[config.mk]
export PLATFORM = sky130hd
export DESIGN_NAME = uart_ser_param
export DESIGN_NICKNAME = d
export VERILOG_FILES = /design/src/rtl/uart_ser_param.sv
export SDC_FILE = /design/constraint.sdc
export NUM_CORES = 1
export LEC_CHECK = 0
export BUFFER_PORTS_ARGS = -buffer_cell sky130_fd_sc_hd__buf_2
export CORE_MARGIN = 5
export CORE_UTILIZATION = 30
export CTS_CLUSTER_DIAMETER = 60
export DETAILED_ROUTE_END_ITERATION = 7
export GPL_TIMING_DRIVEN = 0
export PLACE_DENSITY = 0.49
export REMOVE_ABC_BUFFERS = 1
export SLEW_MARGIN = 5
export SYNTH_ARGS = -nofsm -noshare
export SYNTH_HDL_FRONTEND = slang
export SYNTH_SLANG_ARGS = --single-unit
[constraint.sdc]
create_clock -name clk -period 1.4 [get_ports clk]
set_input_delay 0.28 -clock clk [delete_from_list [all_inputs] [get_ports clk]]
set_output_delay 0.28 -clock clk [all_outputs]
set_load 0.01 [all_outputs]
[src/rtl/uart_ser_param.sv]
// Parametrised parallel-to-serial shifter for the UART TX path, with a busy handshake and a one-cycle ser_done pulse.
// Optional parity bit after the data word when UART_SER_PARITY_EN is defined (adds par_en/par_odd ports).
module uart_ser_param #(
  parameter int   DATA_W     = 8,
  parameter bit   LSB_FIRST  = 1'b1,
  parameter logic IDLE_LEVEL = 1'b1
) (
  input  logic                            clk,
  input  logic                            rstn,
  input  logic                            data_valid,
  input  logic [DATA_W-1:0]               p_data,
`ifdef UART_SER_PARITY_EN
  input  logic                            par_en,
  input  logic                            par_odd,
`endif
  input  logic                            ser_en,
  output logic                            busy,
  output logic                            ser_data,
  output logic                            ser_done,
  output logic [$clog2(DATA_W+1)-1:0]     bit_cnt
);

  localparam int CW = $clog2(DATA_W+1);

  localparam logic [1:0] S_IDLE  = 2'd0;
  localparam logic [1:0] S_SHIFT = 2'd1;
`ifdef UART_SER_PARITY_EN
  localparam logic [1:0] S_PAR   = 2'd2;
`endif

  logic [1:0]        state;
  logic [DATA_W-1:0] sreg;
  logic              next_bit;
  logic              last_data;
`ifdef UART_SER_PARITY_EN
  logic              par_bit;
  logic              par_pend;
`endif

  assign next_bit  = LSB_FIRST ? sreg[0] : sreg[DATA_W-1];
  assign last_data = (bit_cnt == CW'(DATA_W-1));

  always_ff @(posedge clk or negedge rstn) begin
    if (!rstn) begin
      state    <= S_IDLE;
      sreg     <= '0;
      busy     <= 1'b0;
      ser_data <= IDLE_LEVEL;
      ser_done <= 1'b0;
      bit_cnt  <= '0;
`ifdef UART_SER_PARITY_EN
      par_bit  <= 1'b0;
      par_pend <= 1'b0;
`endif
    end else begin
      ser_done <= 1'b0;
      case (state)
        S_IDLE: begin
          // bit_cnt keeps DATA_W after a finished word until the next capture
          ser_data <= IDLE_LEVEL;
          if (data_valid) begin
            sreg    <= p_data;
            busy    <= 1'b1;
            bit_cnt <= '0;
            state   <= S_SHIFT;
`ifdef UART_SER_PARITY_EN
            par_bit  <= (^p_data) ^ par_odd;
            par_pend <= par_en;
`endif
          end
        end
        S_SHIFT: begin
          if (ser_en) begin
            ser_data <= next_bit;
            sreg     <= LSB_FIRST ? (sreg >> 1) : (sreg << 1);
            bit_cnt  <= bit_cnt + 1'b1;
            if (last_data) begin
`ifdef UART_SER_PARITY_EN
              if (par_pend) state <= S_PAR;
              else
`endif
              begin
                ser_done <= 1'b1;
                busy     <= 1'b0;
                state    <= S_IDLE;
              end
            end
          end
        end
`ifdef UART_SER_PARITY_EN
        S_PAR: begin
          // bit_cnt stays at DATA_W through the parity bit
          if (ser_en) begin
            ser_data <= par_bit;
            ser_done <= 1'b1;
            busy     <= 1'b0;
            state    <= S_IDLE;
          end
        end
`endif
        default: state <= S_IDLE;
      endcase
    end
  end

endmodule

==> impl_metrics.tcl <==
set metrics [dict create \
    grt_max_degree 20 \
    synth_area_um2 822 \
    cp.arrival_ns 1.05 \
    first_iter_violations 28 \
    yosys.area.top_type "dfrtp_1" \
    synth_common_cells "dfrtp_1, mux2i_1, a21oi_1, nor2b_1, nand2_1" \
    h-tree-depth 1 \
    worstPathRequired_ns 1.12 \
    drtPass1Iterations 3 \
    slowest_delay_ns 0.58 \
    power_switching_uw 635 \
    fin_skew_ns 0.00815 \
    yosysWarnings 0 \
    track_usage_pct 9.22 \
    p_per_area_nw_per_um2 1820 \
    dpl.hpwl_um 1080 \
    num_vias 575 \
    ys_seq_elements 15 \
    root_buffer "clkbuf_4" \
    clockPowerShare_pct 14.9 \
    combPwrFrac_pct 37.3 \
    maxSlewViolCount 0 \
    layout-drive-gt1-share_pct 34.1 \
    synth_top_flop_cell "dfrtp_1" \
    p_int_mw 1.09 \
    final_area_um2 950 \
    worst-path-buf-inv 1 \
    diodes 0 \
    min_period_ns 1.33 \
    cts_buffer_depth 2 \
    worst_pin_slew_ns 0.399 \
    pre_cts_slack_ns -0.0674 \
    startpoint_type "flop" \
    synthTopCellsByArea "dfrtp_1, mux2i_1, nor2b_1" \
    die_y_um 62.3 \
    start_util_pct 30.6 \
    wl_um 1680 \
    post_synth.cell_area_avg_um2 11.3 \
    grt_pass1_wl_um 3020 \
    status "complete, no violations" \
    p_sw_share_pct 36.8 \
    place_area_um2 901 \
    yosysMostFrequentCell "dfrtp_1" \
    setup_viol 0 \
    die_w_um 62.3 \
    fillCellCount 277 \
    row_count 19 \
    vias_per_cell 4.71 \
    ios 19 \
    seq_area_frac_synth_pct 45.8 \
    clk_pin_slew_ns 0.10 \
    setup_ws_ns 0.0712 \
    ant_nets 0 \
    areaGrowthSynthToFinish_pct 15.5 \
    relSlewSlack_pct 73.4 \
    globalRouteOverflowTotal 0 \
    worstSetupEndpointType "output port" \
    synth_cell_types 24 \
    antenna_found_initial 0 \
    cts_made_buffers 3 \
    cts_tree "yes" \
    path_delay_family "flip-flops" \
    coreArea_um2 2690 \
    path_class "reg -> out" \
    hold_ws_ns 0.265 \
    synth_top_area_share_pct 42.6 \
    drc 0 \
    cp_cell_sequence "buf_2" \
    clock_latency_ns 0.29 \
    power.leakage_nw 0.441 \
    grt_pass1_vias 644 \
    final_cells 122 \
    port_buffers 18 \
    placed_cells 116 \
    synthArstFlopShare_pct 100 \
    synth_cells 73 \
    fin_nets 105 \
    vdd_drop_max_mv 0.908 \
    cap_violations 0 \
    slowest_stage "dfrtp_4" \
    synth_edf_count 0 \
    fmax_mhz 753 \
    timing.final.crit_share_pct 94.9 \
    wl_per_cell_um 13.8 \
    crit_path_max_fanout 15 \
    cts.sinks 15 \
    p_seq_share_pct 47.8 \
    die-area_um2 3890 \
    final-hold-violation-count 0 \
    min_path_type "in -> reg" \
    p_total_mw 1.72 \
    place.gp.congestion 0.689 \
    grt_setup_unrepaired "no" \
]
## cell usage in the layout (no fill, tap or decap), types with 2 or more instances in the layout
cell,instances
nand2_1,5
clkbuf_4,3
xnor2_1,2
nor3b_2,2
a21o_1,2
buf_2,18
mux2i_1,9
dfrtp_1,13
a211oi_1,4
a21oi_1,7
nor2b_1,7
a211oi_2,3
nor2_1,2
## worst paths after layout
| path | startpoint | end | slack, ns | cells past startpoint |
|---|---|---|---|---|
| worst max-delay path | busy | busy | 0.07 | 1 |
| max in group asynchronous | rstn | ser_data | 0.68 | 2 |
| worst min register to register | bit_cnt[3] | ser_done | 0.53 | 1 |
| min in group asynchronous | rstn | bit_cnt[2] | 0.41 | 2 |
| worst min-delay path | p_data[1] | sreg[1] | 0.26 | 3 |
| worst max register to register | bit_cnt[0] | bit_cnt[1] | 0.08 | 3 |
## cell families (layout without fill, tap and decap cells)
group                    Yosys count  count (layout)  synth area share [%]
buffers and inverters              6              24                  6.09
adder cells (fa/ha/maj)            1               1                  1.52
AO/OA/AOI/OAI                     19              19                  16.7
AND/OR/NAND/NOR                   19              19                  14.3
XOR/XNOR                           3               3                  3.20
multiplexers                      10              10                  12.3
flip-flops                        15              15                  45.8
## registers in the layout (all words and copies together), names as in the netlist
name / flops
bit_cnt: 4
busy: 1
ser_data: 1
ser_done: 1
sreg: 8
## area by class of cell
class	count	area (um^2)	area share (%)
multi-input cells	52	395	41.6
flip-flops and latches	15	380	40.1
repair buffers	20	108	11.3
well taps	31	38.8	4.08
clock buffers	3	22.5	2.37
clock inverters	1	5.00	0.527
## metrics by stage
step | util (%) | setup TNS (ns)
final | 35.4 | 0
after CTS | 35.4 | 0
after detailed placement | 33.5 | -0.168
after floorplan | - | 0
after global placement | 33.5 | -0.149
after global routing | 35.4 | 0
## metal layers
layer	routed length (um)	GRT usage [%]	vias up
met2	707	13.6	19
met3	137	4.86	0
met1	839	12.4	262
met4	0	0.796	0
met5	0	0	-
li1	-	-	294
## power groups by stage
| stage | clock (mW) | combinational (mW) | sequential, mW |
|---|---|---|---|
| after floorplan | 0 | 0.397 | 0.844 |
| after global placement | 0 | 0.594 | 0.849 |
| after detailed placement | 0 | 0.613 | 0.854 |
| after CTS | 0.271 | 0.661 | 0.830 |
| after global routing | 0.287 | 0.741 | 0.861 |
| final | 0.257 | 0.644 | 0.824 |
## repair_timing
| action | 4_1_cts | 5_1_grt |
|---|---|---|
| hold buffers | 1 | 0 |
| endpoints found under the setup margin | 3 | 0 |
| setup buffers | 1 | 0 |
| resized for setup | 2 | 0 |
| endpoints found under the hold margin | 14 | 0 |
Power figures use the tool's default switching activity.
